===== config.mk =====
export PLATFORM = sky130hd
export DESIGN_NAME = mc_stage_ctrl
export DESIGN_NICKNAME = d
export VERILOG_FILES = /design/src/rtl/mc_stage_ctrl.sv
export SDC_FILE = /design/constraint.sdc
export NUM_CORES = 1
export LEC_CHECK = 0
export CAP_MARGIN = 15
export CORE_MARGIN = 2
export CORE_UTILIZATION = 47
export CTS_BUF_LIST = sky130_fd_sc_hd__clkbuf_4 sky130_fd_sc_hd__clkbuf_8
export DETAILED_ROUTE_END_ITERATION = 16
export HOLD_SLACK_MARGIN = 0.15
export PLACE_DENSITY = 0.86
export SLEW_MARGIN = 20
export SYNTH_ARGS = -nofsm -noshare
export SYNTH_HDL_FRONTEND = slang
export SYNTH_SLANG_ARGS = --single-unit

===== constraint.sdc =====
create_clock -name clk -period 3 [get_ports clk]
set_clock_uncertainty 0.15 [all_clocks]
set_input_delay 0.6 -clock clk [delete_from_list [all_inputs] [get_ports clk]]
set_output_delay 0.6 -clock clk [all_outputs]
set_load 0.02 [all_outputs]

===== src/rtl/mc_stage_ctrl.sv =====
// Monte Carlo path-pipeline controller: thermometer fill, step/path counting, drain.
// Optional stall counter is enabled by defining MC_STAGE_CTRL_PERF_CNT_EN.
module mc_stage_ctrl #(
   parameter int unsigned NUM_STAGES = 5,
   parameter int unsigned PATH_W     = 16,
   parameter int unsigned STEP_W     = 12
) (
   input  logic                  clk,
   input  logic                  rst,
   input  logic                  load,
   input  logic [PATH_W-1:0]     num_paths,
   input  logic [STEP_W-1:0]     num_steps,
   input  logic [NUM_STAGES-1:0] stage_ready,
   input  logic                  abort,
   output logic [NUM_STAGES-1:0] mc_output_ctrl,
   output logic                  step_valid,
   output logic [STEP_W-1:0]     step_idx,
   output logic [PATH_W-1:0]     path_idx,
   output logic                  path_done,
   output logic                  busy,
   output logic                  done,
   output logic [31:0]           stall_cycles
);

   typedef enum logic [1:0] {StIdle, StFill, StRun, StDrain} state_e;

   state_e                state_q;
   logic [NUM_STAGES-1:0] ctrl_q;
   logic [STEP_W-1:0]     step_q;
   logic [STEP_W-1:0]     num_steps_q;
   logic [PATH_W-1:0]     path_q;
   logic [PATH_W-1:0]     num_paths_q;
   logic                  path_done_q;
   logic                  done_q;

   logic [NUM_STAGES-1:0] top_en;
   logic [NUM_STAGES-1:0] ctrl_drop;
   logic                  top_ready;
   logic                  all_ready;
   logic                  load_ok;
   logic                  last_step;
   logic                  last_path;

   // One-hot of the highest enabled stage; only its ready gates the next fill step.
   assign top_en    = ctrl_q & ~(ctrl_q >> 1);
   assign top_ready = |(top_en & stage_ready);
   assign ctrl_drop = ctrl_q & (ctrl_q - NUM_STAGES'(1));
   assign all_ready = &stage_ready;
   assign load_ok   = (state_q == StIdle) && load && (num_paths != '0) && (num_steps != '0);
   assign last_step = (step_q == num_steps_q - STEP_W'(1));
   assign last_path = (path_q == num_paths_q - PATH_W'(1));

   assign step_valid     = (state_q == StRun) && all_ready;
   assign mc_output_ctrl = ctrl_q;
   assign step_idx       = step_q;
   assign path_idx       = path_q;
   assign path_done      = path_done_q;
   assign done           = done_q;
   assign busy           = (state_q != StIdle);

   always_ff @(posedge clk) begin
      if (rst) begin
         state_q     <= StIdle;
         ctrl_q      <= '0;
         step_q      <= '0;
         path_q      <= '0;
         num_steps_q <= '0;
         num_paths_q <= '0;
         path_done_q <= 1'b0;
         done_q      <= 1'b1;
      end else begin
         path_done_q <= 1'b0;
         case (state_q)
            StIdle: begin
               if (load_ok) begin
                  num_paths_q <= num_paths;
                  num_steps_q <= num_steps;
                  step_q      <= '0;
                  path_q      <= '0;
                  ctrl_q      <= NUM_STAGES'(1);
                  done_q      <= 1'b0;
                  state_q     <= StFill;
               end
            end
            StFill: begin
               if (abort) begin
                  state_q <= StDrain;
               end else if (top_ready) begin
                  ctrl_q <= {ctrl_q[NUM_STAGES-2:0], 1'b1};
                  if (ctrl_q[NUM_STAGES-2]) state_q <= StRun;
               end
            end
            StRun: begin
               if (abort) begin
                  state_q <= StDrain;
               end else if (all_ready) begin
                  if (last_step) begin
                     step_q      <= '0;
                     path_q      <= path_q + PATH_W'(1);
                     path_done_q <= 1'b1;
                     if (last_path) state_q <= StDrain;
                  end else begin
                     step_q <= step_q + STEP_W'(1);
                  end
               end
            end
            StDrain: begin
               ctrl_q <= ctrl_drop;
               if (ctrl_drop == '0) begin
                  state_q <= StIdle;
                  done_q  <= 1'b1;
               end
            end
            default: state_q <= StIdle;
         endcase
      end
   end

`ifdef MC_STAGE_CTRL_PERF_CNT_EN
   logic [31:0] stall_q;

   always_ff @(posedge clk) begin
      if (rst) begin
         stall_q <= '0;
      end else if (load_ok) begin
         stall_q <= '0;
      end else if ((state_q == StRun) && !step_valid && (stall_q != 32'hFFFF_FFFF)) begin
         stall_q <= stall_q + 32'd1;
      end
   end

   assign stall_cycles = stall_q;
`else
   assign stall_cycles = 32'd0;
`endif

endmodule

==> out/results.ini <==
[outcome]
status = finished clean

[synthesis]
synth_area_mm2 = 0.00429
synth-seq-cells = 65
syn_inst = 520
avgSynthCellArea_um2 = 8.24
synth_edf_count = 0
yosysWarnings = 0
synth-async-reset-ratio_pct = 0
ys_types = 69
ys_seq_area_share_pct = 30.4
synth_flop_cell = dfxtp_1

[setup_path]
critPathTopFamily = buffers and inverters
cp_max_fo = 2
slowest_delay_ps = 610
reg2reg_slack_ps = 190
path_cells = clkdlybuf4s50_1, and4_1, and3_1, clkdlybuf4s50_1
worst-path-buf-inv = 2
cp.required_ps = 2250
path_class = in -> out
start_kind = primary input
critPathArrivalTime_ps = 2090
cpMaxStageDelayCell = clkdlybuf4s50_1
endpoint_kind = primary output
cp_common_cell = clkdlybuf4s50_1

[floorplan]
start_util_pct = 48.9
row_count = 34
die_h_um = 99.5
fp.dieArea_mm2 = 0.00990
die_x_um = 99.5
coreArea_mm2 = 0.00876
ios = 106

[clock_network]
clk_path_buf_depth = 2
cts_tree = yes
cts_max_level = 3
clkLatencyLatePin_ps = 340
path_clk_slew_ps = 70
root_buffer = clkbuf_8
cts_resized = 0
post_cts_buffers = 0
cts_sinks = 65
postCtsHoldBufs = 0
cts_made_buffers = 9

[routing]
ant_nets = 0
drc = 0
drt_iter0_markers = 164
wirelength_um = 11200
wl_per_cell_um = 15.5
dr.pass1.iters = 4
num_vias = 4108
via_per_inst = 5.66

[layout]
drive_gt1_share_pct = 11.7
final_cell_area_mm2 = 0.00547
mostFrequentLayoutCells = nor2_1, clkdlybuf4s50_1, dfxtp_1
area_growth_pct = 27.5
nets = 660
insertedDiodeCount = 0
layout.cells.most_common = nor2_1
n_fill_cell = 744

[grt]
antenna_found_initial = 0
grt_pass1_vias = 3944
grt_pass1_wl_um = 18800
grt_usage_pct = 23.2
grt_max_degree = 43
overflow = 0

[place]
dp_hpwl_um = 8570
dpl-instance-area_mm2 = 0.00519
place.gp.congestion = 0.871
port_buffers = 73

[power_and_ir_drop]
ir_worst_vdd_mv = 0.319
p_int_mw = 2.31
clkPwrFrac_pct = 22.1
seq_power_share_pct = 29.4
leakage_nw = 2.26
comb_power_share_pct = 48.5
p_per_area_mw_per_mm2 = 700
sw_frac_of_total_pct = 39.5
p_sw_mw = 1.51

[timing]
rsz0062_at_grt = no
finalSetupViolCount = 0
period_minus_slack_ps = 2840
period_share_pct = 94.6
clock.fmax_ghz = 0.352
hold_viol_final = 0
drv_slew = 0
timing.hold.ws_ps = 351

[run]
drv_cap = 0

[worst_hold_path]
hp-class = reg -> reg

path summary, 6_finish.rpt:
check,endpoint,from,cells after the start
max,step_valid,stage_ready[2],4
min,done$_SDFFE_PP1P_,done$_SDFFE_PP1P_,1
max reg2reg,state_q[0]$_SDFFE_PP0P_,num_paths_q[0]$_SDFFE_PP0P_,9
min reg2reg,done$_SDFFE_PP1P_,done$_SDFFE_PP1P_,1
layout make-up:
cell class | count | area (um2) | area share (%)
clock inverters | 1 | 30.0 | 0.549
clock buffers | 15 | 200 | 3.66
repair buffers | 110 | 1010 | 18.5
inverters | 18 | 67.6 | 1.24
flip-flops and latches | 65 | 1300 | 23.8
multi-input cells | 409 | 2720 | 49.8
well taps | 108 | 135 | 2.47
synthesized netlist by cell type, types with 11 or more instances:
master    number  area share (%)
a21oi_1       15             1.8
buf_4         32             5.6
clkbuf_1      21             1.8
dfxtp_1       65              30
inv_1         18             1.6
mux2i_1       28             6.5
nand2_1       30             2.6
nand3_1       13             1.5
nand4_1       12             1.8
nor2_1        74             6.5
nor3_1        14             1.6
nor4_1        12             1.8
or4_1         11             1.9
xnor2_1       26             5.3
xor2_1        19             3.9
metal layers:
metal / global-route usage [%] / share of wire [%] / vias to the layer above
met4: 6.95 / 2.1 / 0
met3: 4.78 / 5.2 / 26
met1: 27.1 / 41 / 1944
met2: 42.6 / 52 / 142
met5: 0 / 0 / -
li1: - / - / 1996
metrics by stage:
step	std cells	TNS (ps)	util, %	setup slack [ps]	power [mW]
floorplan	551	0	-	138	2.39
global placement	710	-798	59.3	-155	2.84
detailed placement	710	-723	59.3	-128	2.92
CTS	726	0	61.9	51.8	3.77
global route	726	0	62.4	14.9	4.07
finish	726	0	62.4	161	3.82
power groups by stage:
stage	Clock (mW)	Sequential, mW	Combinational (mW)
final	0.844	1.12	1.85
after global routing	0.890	1.14	2.03
after CTS	0.856	1.12	1.79
after detailed placement	0	1.14	1.78
after global placement	0	1.13	1.71
after floorplan	0	1.13	1.27
logic make-up (layout without fill, tap and decap cells):
| family | after synthesis | after routing | synth area share (%) |
|---|---|---|---|
| xor+xnor | 45 | 45 | 9.19 |
| compound gates | 81 | 81 | 14.2 |
| other cells | 1 | 32 | 0.0875 |
| buf+inv | 77 | 144 | 9.81 |
| fa+ha+maj | 11 | 11 | 3.15 |
| simple gates | 211 | 211 | 26.4 |
| mux | 29 | 29 | 6.80 |
| flops | 65 | 65 | 30.4 |
registers in the layout (all words and copies together) (netlist names):
name,count
num_paths_q,16
num_steps_q,12
step_idx,12
state_q,2
path_done,1
mc_output_ctrl,5
done,1
path_idx,16
No activity file was read; power rests on OpenSTA's default activity.
